[src/rtl/mem_wb_elastic_reg.sv]
// -----------------------------------------------------------------------------
// mem_wb_elastic_reg
//
// Elastic MEM/WB pipeline register. The memory-stage payload moves through
// STAGES slots, from slot 0 (input) to slot STAGES-1 (head). Each slot has its
// own valid bit. Ready/valid handshakes on both sides replace the old global
// freeze. Writeback sees the head slot directly.
//
// Optional feature: define MEM_WB_FWD_EN to add the fwd_valid/fwd_wsel/fwd_data
// outputs. These forward the youngest buffered register write.
//
// Parameters
//   WORD_W    data word width
//   REGSEL_W  register select width
//   STAGES    buffered slots (1..4); accept-to-wb_valid latency in cycles
//
// Ports
//   CLK, RST        clock, synchronous active-high reset
//   flush           drop every buffered entry (and any same-cycle accept)
//   mem_valid/ready upstream handshake; mem* payload inputs
//   wb_valid/ready  downstream handshake; wb* payload outputs from head slot
//   wbwdat          resolved writeback data of the head slot
//   wb_commit       head consumed and written (suppressed by flush)
//   halt_seen       sticky, a halt entry has committed
//   fwd_*           (MEM_WB_FWD_EN only) youngest pending register write
// -----------------------------------------------------------------------------
module mem_wb_elastic_reg #(
  parameter int WORD_W   = 32,
  parameter int REGSEL_W = 5,
  parameter int STAGES   = 1
) (
  input  logic                CLK,
  input  logic                RST,
  input  logic                flush,
  input  logic                mem_valid,
  output logic                mem_ready,
  input  logic                memMemToReg,
  input  logic                memWEN,
  input  logic                memLUIflag,
  input  logic                memHALT,
  input  logic [REGSEL_W-1:0] memwsel,
  input  logic [WORD_W-1:0]   memOutput_Port,
  input  logic [WORD_W-1:0]   memdmemload,
  input  logic [WORD_W-1:0]   meminstr,
  input  logic [WORD_W-1:0]   memLUIdata,
  output logic                wb_valid,
  input  logic                wb_ready,
  output logic                wbMemToReg,
  output logic                wbWEN,
  output logic                wbLUIflag,
  output logic [REGSEL_W-1:0] wbwsel,
  output logic [WORD_W-1:0]   wbOutput_Port,
  output logic [WORD_W-1:0]   wbdmemload,
  output logic [WORD_W-1:0]   wbinstr,
  output logic [WORD_W-1:0]   wbLUIdata,
  output logic [WORD_W-1:0]   wbwdat,
  output logic                wb_commit,
  output logic                halt_seen
`ifdef MEM_WB_FWD_EN
  ,
  output logic                fwd_valid,
  output logic [REGSEL_W-1:0] fwd_wsel,
  output logic [WORD_W-1:0]   fwd_data
`endif
);

  // Packed slot payload: {MemToReg, WEN, LUIflag, HALT, wsel, Output_Port,
  // dmemload, instr, LUIdata}
  localparam int LUI_LSB   = 0;
  localparam int INSTR_LSB = WORD_W;
  localparam int DMEM_LSB  = 2 * WORD_W;
  localparam int OUT_LSB   = 3 * WORD_W;
  localparam int WSEL_LSB  = 4 * WORD_W;
  localparam int HALT_BIT  = WSEL_LSB + REGSEL_W;
  localparam int LUIF_BIT  = HALT_BIT + 1;
  localparam int WEN_BIT   = HALT_BIT + 2;
  localparam int M2R_BIT   = HALT_BIT + 3;
  localparam int PL_W      = M2R_BIT + 1;
  localparam int HEAD      = STAGES - 1;

  logic [PL_W-1:0]   r_slot [STAGES];
  logic [STAGES-1:0] r_valid;
  logic              r_halt_pending;
  logic              r_halt_seen;

  logic [PL_W-1:0]   w_in;
  logic [PL_W-1:0]   w_src [STAGES];
  logic [STAGES-1:0] w_adv;
  logic [STAGES-1:0] w_load;
  logic              w_accept;
  logic [PL_W-1:0]   w_head;

  // Writeback data selection shared by wbwdat and the forwarding path.
  function automatic logic [WORD_W-1:0] f_wdat(input logic [PL_W-1:0] p);
    if (p[M2R_BIT])
      return p[DMEM_LSB +: WORD_W];
    else if (p[LUIF_BIT])
      return p[LUI_LSB +: WORD_W];
    else
      return p[OUT_LSB +: WORD_W];
  endfunction

  assign w_in = {memMemToReg, memWEN, memLUIflag, memHALT, memwsel,
                 memOutput_Port, memdmemload, meminstr, memLUIdata};

  // A slot leaves when its successor is empty or leaving in the same cycle.
  // This is evaluated from the head backwards, so the ready chain stays free
  // of any mem_valid dependence.
  always_comb begin
    w_adv       = '0;
    w_adv[HEAD] = r_valid[HEAD] & wb_ready;
    for (int i = STAGES - 2; i >= 0; i--) begin
      w_adv[i] = r_valid[i] & (~r_valid[i+1] | w_adv[i+1]);
    end
  end

  assign mem_ready = ~r_halt_pending & (~r_valid[0] | w_adv[0]);
  assign w_accept  = mem_valid & mem_ready;

  // Each slot loads from the slot before it (slot 0 from the input).
  generate
    for (genvar gi = 0; gi < STAGES; gi++) begin : g_slot_src
      if (gi == 0) begin : g_first
        assign w_src[gi]  = w_in;
        assign w_load[gi] = w_accept & ~flush;
      end else begin : g_chain
        assign w_src[gi]  = r_slot[gi-1];
        assign w_load[gi] = w_adv[gi-1] & ~flush;
      end
    end
  endgenerate

  always_ff @(posedge CLK) begin
    for (int i = 0; i < STAGES; i++) begin
      if (RST) begin
        r_valid[i] <= 1'b0;
        r_slot[i]  <= '0;
      end else if (flush) begin
        r_valid[i] <= 1'b0;
      end else if (w_load[i]) begin
        // A load takes priority over an emptying advance, so a slot that
        // passes its entry on and takes a new one in the same cycle stays valid.
        r_valid[i] <= 1'b1;
        r_slot[i]  <= w_src[i];
      end else if (w_adv[i]) begin
        r_valid[i] <= 1'b0;
      end
    end
  end

  always_ff @(posedge CLK) begin
    if (RST) begin
      r_halt_pending <= 1'b0;
    end else if (flush) begin
      r_halt_pending <= 1'b0;
    end else if (w_accept && memHALT) begin
      r_halt_pending <= 1'b1;
    end
  end

  always_ff @(posedge CLK) begin
    if (RST) begin
      r_halt_seen <= 1'b0;
    end else if (wb_commit && w_head[HALT_BIT]) begin
      r_halt_seen <= 1'b1;
    end
  end

  assign w_head        = r_slot[HEAD];
  assign wb_valid      = r_valid[HEAD];
  assign wbMemToReg    = w_head[M2R_BIT];
  assign wbLUIflag     = w_head[LUIF_BIT];
  // Never signal a write to r0.
  assign wbWEN         = w_head[WEN_BIT] & (|w_head[WSEL_LSB +: REGSEL_W]);
  assign wbwsel        = w_head[WSEL_LSB +: REGSEL_W];
  assign wbOutput_Port = w_head[OUT_LSB +: WORD_W];
  assign wbdmemload    = w_head[DMEM_LSB +: WORD_W];
  assign wbinstr       = w_head[INSTR_LSB +: WORD_W];
  assign wbLUIdata     = w_head[LUI_LSB +: WORD_W];
  assign wbwdat        = f_wdat(w_head);
  // A flushed head is dropped rather than written.
  assign wb_commit     = w_adv[HEAD] & ~flush;
  assign halt_seen     = r_halt_seen;

`ifdef MEM_WB_FWD_EN
  // Scan oldest to youngest so the youngest qualifying slot wins.
  always_comb begin
    fwd_valid = 1'b0;
    fwd_wsel  = '0;
    fwd_data  = '0;
    for (int i = STAGES - 1; i >= 0; i--) begin
      if (r_valid[i] && r_slot[i][WEN_BIT] && (|r_slot[i][WSEL_LSB +: REGSEL_W])) begin
        fwd_valid = 1'b1;
        fwd_wsel  = r_slot[i][WSEL_LSB +: REGSEL_W];
        fwd_data  = f_wdat(r_slot[i]);
      end
    end
    if (flush) begin
      fwd_valid = 1'b0;
    end
  end
`endif

endmodule

[config.mk]
export PLATFORM = sky130hd
export DESIGN_NAME = mem_wb_elastic_reg
export DESIGN_NICKNAME = d
export VERILOG_FILES = /design/src/rtl/mem_wb_elastic_reg.sv
export SDC_FILE = /design/constraint.sdc
export NUM_CORES = 1
export LEC_CHECK = 0
export CORE_ASPECT_RATIO = 2
export CORE_MARGIN = 2
export CORE_UTILIZATION = 31
export CTS_BUF_LIST = sky130_fd_sc_hd__clkbuf_8 sky130_fd_sc_hd__clkbuf_16
export DETAILED_ROUTE_END_ITERATION = 6
export PLACE_DENSITY = 0.71
export SLEW_MARGIN = 20
export SYNTH_ARGS = -nofsm -noshare
export SYNTH_HDL_FRONTEND = slang
export SYNTH_SLANG_ARGS = --single-unit
[constraint.sdc]
create_clock -name CLK -period 16.8 [get_ports CLK]
set_clock_uncertainty 0.15 [all_clocks]
set_input_delay 1.68 -clock CLK [delete_from_list [all_inputs] [get_ports CLK]]
set_output_delay 1.68 -clock CLK [all_outputs]
set_load 0.01 [all_outputs]
**Word level (Yosys, flattened, before mapping)**

Memory sizes are Yosys's and may differ from the RTL's.
Cells that the tools add are included.
W data, S select, Z words.

- RAM bits: 137
- Logic and storage cells: 32
- Memories kept: 1
- Bits of input ports: 142
- Bits in registers: 3
- Output and inout port bits: 172

- Bitwise logic cells: 10
- Reductions and logical operators: 6
- Muxes and demuxes: 12

Memories:

| memory | depth | bits a word | read ports | clocked after Yosys merged registers in | write ports | line | RTL |
|---|---|---|---|---|---|---|---|
| r_slot | 1 | 137 | 1 | 0 | 1 | 81 | `logic [PL_W-1:0] r_slot [STAGES];` |

Operators with widths:

| operator | number |
|---|---|
| $mux W137 | 1 |
| $reduce_or A137 Y1 | 1 |
| $mux W32 | 2 |
| $mux W1 | 9 |
| $and A1 B1 Y1 | 6 |
| $reduce_or A5 Y1 | 1 |
| $not A1 Y1 | 3 |
| $logic_and A1 B1 Y1 | 2 |
| $reduce_bool A2 Y1 | 1 |
| $reduce_or A2 Y1 | 1 |
| $or A1 B1 Y1 | 1 |

**Depth between registers and ports, before layout**

- Depth after elaboration: 11
- Depth in mapped cells: 5
- Mapped depth without buffers: 2

**Worst setup path after synthesis**

No wires, ideal clock.

- Kind: input port to flip-flop
- Start: in wb_ready
- End: mem r_slot[0][0] in the netlist's numbering (enable)
- Buffers on the path: 2
- Data arrival time: 12.082 ns
- Required time: 15.814 ns
- Setup slack: 3.733 ns
- Cell stages on the path: 4
- Library setup time: 0.836 ns
- Cell sequence: nor2b_1 clkbuf_1 buf_2 o31ai_1

- Cells in the longest elaborated chain, start to end: 11

Ends and longest elaborated chain:

| item | line | RTL |
|---|---|---|
| start, declared | 47 | `input logic wb_ready,` |
| $and A1 B1 Y1 (*) | 111 | `w_adv[HEAD] = r_valid[HEAD] & wb_ready;` |
| $or A1 B1 Y1 (*) | 117 | `assign mem_ready = ~r_halt_pending & (~r_valid[0] \| w_adv[0]);` |
| $and A1 B1 Y1 (*) | 117 |  |
| $and A1 B1 Y1 (*) | 118 | `assign w_accept = mem_valid & mem_ready;` |
| $and A1 B1 Y1 (*) | 125 | `assign w_load[gi] = w_accept & ~flush;` |
| $mux W1 (*) | 140 | `end else if (w_load[i]) begin` |
| $mux W1 (*) | 138 | `end else if (flush) begin` |
| $mux W1 (*) | 135 | `if (RST) begin` |
| $mux W1 (implied by the code) (*) | 144 | `r_slot[i] <= w_src[i];` |
| $reduce_or A137 Y1 (no line) | n/a |  |
| $mux W1 (no line) (*) | n/a |  |
| end, declared | 81 |  |

Mark *: on every way between the ends. The rest lies on a longest branch, timed or not.

**Final worst setup path**

- Start: in wb_ready
- End: out mem_ready

- Cells in the longest elaborated chain, start to end: 3

Ends and longest elaborated chain:

| item | line | RTL |
|---|---|---|
| $and A1 B1 Y1 | 111 |  |
| $or A1 B1 Y1 | 117 |  |
| $and A1 B1 Y1 | 117 |  |
| end, declared | 36 | `output logic mem_ready,` |

Every way passes these cells.

==> out/qor.yml <==
drive_above_1_share: 0.202
hpwl_mm: 16.1
holdPathEnd: "halt_seen"
slew_violations: 0
min_from: "halt_seen"
setup_viol: 0
critPathKind: "input pin to output pin"
yosys_warnings: 0
grt_pass1_vias: 5499
start_kind: "input pin"
synth-seq-cells: 140
p_leak_uw: 0.00353
gp_congestion: 0.860
total_power_uw: 981
io_pins: 314
busiest_layer: "met2"
cts_tree: "yes"
yosys-top-cells-count: "edfxtp_1 (137), buf_4 (133), nor4b_2 (108)"
r2r-end: "r_slot[0][81]"
post_cts_buffers: 0
synth_top_area_cell: "edfxtp_1"
crit_fanout: 25
setup_ws_ps: 11580
hold_depth: 1
layout.area.seq_sq_um: 4170
syn_to_final_growth_pct: 35.6
fin_nets: 873
syn_nets: 723
rsz0062_at_grt: "no"
endpoint_kind: "output pin"
worst_slew_pin_slew_ps: 944
outcome: "complete, no violations"
setup-tns-final_ps: 0
first_iter_violations: 313
port_buffers: 313
synth_cell_types: 26
async_flop_share: 0
dpl_worst_slack_ps: 11440
slew_headroom: 0.371
synth.most_common_cell: "edfxtp_1"
cts_buffers: 17
multi_input_area_sq_um: 2600
die-area_sq_um: 27600
syn-cell-area_sq_um: 8110
cap_viol_max_count: 0
coreArea_sq_um: 25800
clockBufferDepth: 2
power_density_nw_per_um2: 89.2
gr-usage-met2: 0.300
die_w_microns: 118
wl_per_cell_microns: 20.7
hold_class: "flip-flop to flip-flop"
grt_pass1_wl_mm: 33.1
use_met3: 0.0404
r2r_cells: 4
viasPerCell: 4.73
grt_start_max_net_pins: 65
synth.avg_cell_area_sq_um: 14.0
post_layout_nonfiller_instances: 1086
r2r_slack_ps: 13250
drt_wl_total_mm: 22.5
grt_use_total: 0.162
clk_pin_slew_ps: 60
antenna_found_initial: 3
postRouteAntennaNets: 0
dp.cells: 1052
num-fill-cells: 2449
grt-ovfl-total: 0
fmax_ghz: 0.192
cts_resized: 0
reg2reg_from: "r_halt_pending"
hold_buffers: 0
cts_max_level: 4
final.period_utilization: 0.311
netlist_top_cells_area: "edfxtp_1 (51%), nor4b_2 (20%), buf_4 (12%)"
finish.utilization: 0.427
clock-root-buffer: "clkbuf_16"
synth-edff-count: 137
yosysSeqAreaShare: 0.514
drc_errors: 0
arrival_ps: 3390
worstPathRequired_ps: 14970
finalHoldViolCount: 0
synth-main-ff-cell: "edfxtp_1"
use_met1: 0.158
dr.pass1.iters: 4
fin_crit_ps: 5220
num_vias: 5140
clock_latency_ps: 430
initial_utilization: 0.315
syn_inst: 581
synth_top_area_frac: 0.507
placementRows: 83
ir_drop_uv: 62.0
cts_sinks: 140
die_y_microns: 233
state kept, by name (all words and copies together), names as in the netlist:
signal,cells
wb_valid,1
r_slot,137
halt_seen,1
r_halt_pending,1
metrics by stage:
stage	hold slack [ps]	instance area, sq um
2_1_floorplan	355	8110
6_report	380	11000
3_5_place_dp	367	10400
5_1_grt	411	11000
3_3_place_gp	363	10400
4_1_cts	381	11000
worst max-delay path by stage:
stage | from | endpoint | slack (ps)
after floorplan | wb_ready | r_slot[0][0] | 3730
after global placement | mem_valid | r_slot[0][83] | 11530
after detailed placement | mem_valid | r_slot[0][80] | 11440
after CTS | wb_ready | mem_ready | 11560
after global routing | wb_ready | mem_ready | 11480
final | wb_ready | mem_ready | 11580
final cells by class:
type                    instances  area share
flip-flops and latches        140       0.379
repair buffers                323       0.292
multi-input cells             247       0.237
clock buffers                  17      0.0387
well taps                     340      0.0387
clock inverters                14      0.0139
inverters                       2    0.000682
diodes                          3    0.000682
power breakdown:
| part | leakage [uW] | switching (uW) | internal (uW) | total (uW) |
|---|---|---|---|---|
| combinational | 0.00178 | 80.7 | 100 | 181 |
| sequential | 0.00147 | 13.7 | 410 | 424 |
| clock | 0.000279 | 147 | 230 | 376 |
| total | 0.00353 | 241 | 740 | 981 |
kinds of logic (layout without fill, tap and decap cells):
kind of cell / after synthesis / in the layout / share of synthesized area
compound gates: 37 / 37 / 0.0244
buf+inv: 194 / 356 / 0.169
flops: 140 / 140 / 0.514
mux: 32 / 32 / 0.0395
other cells: 0 / 3 / 0
simple gates: 178 / 178 / 0.253
cells in the final DEF (no fill, tap or decap), drive strengths merged, types with 2 or more instances in the layout:
master         count
bufinv             3
nand2b             2
diode              3
dfxtp              3
o21ai             32
clkinvlp           2
mux2i             32
inv                3
buf               10
clkbuf            17
edfxtp           137
nor4b            136
nand2             32
clkdlybuf4s50    313
nor2b              2
clkinv             8
worst max-delay path, stage by stage:
cell and delay (ps):
clkdlybuf4s50_1 460, nor2b_4 640, nor2_1 90, clkdlybuf4s50_1 510
per-layer routing:
metal / wire (microns) / share of wire
met1: 7560 / 0.34
met3: 1170 / 0.052
met4: 1000 / 0.045
met5: 0 / 0
met2: 12700 / 0.57
(Power assumes the default switching activity.)
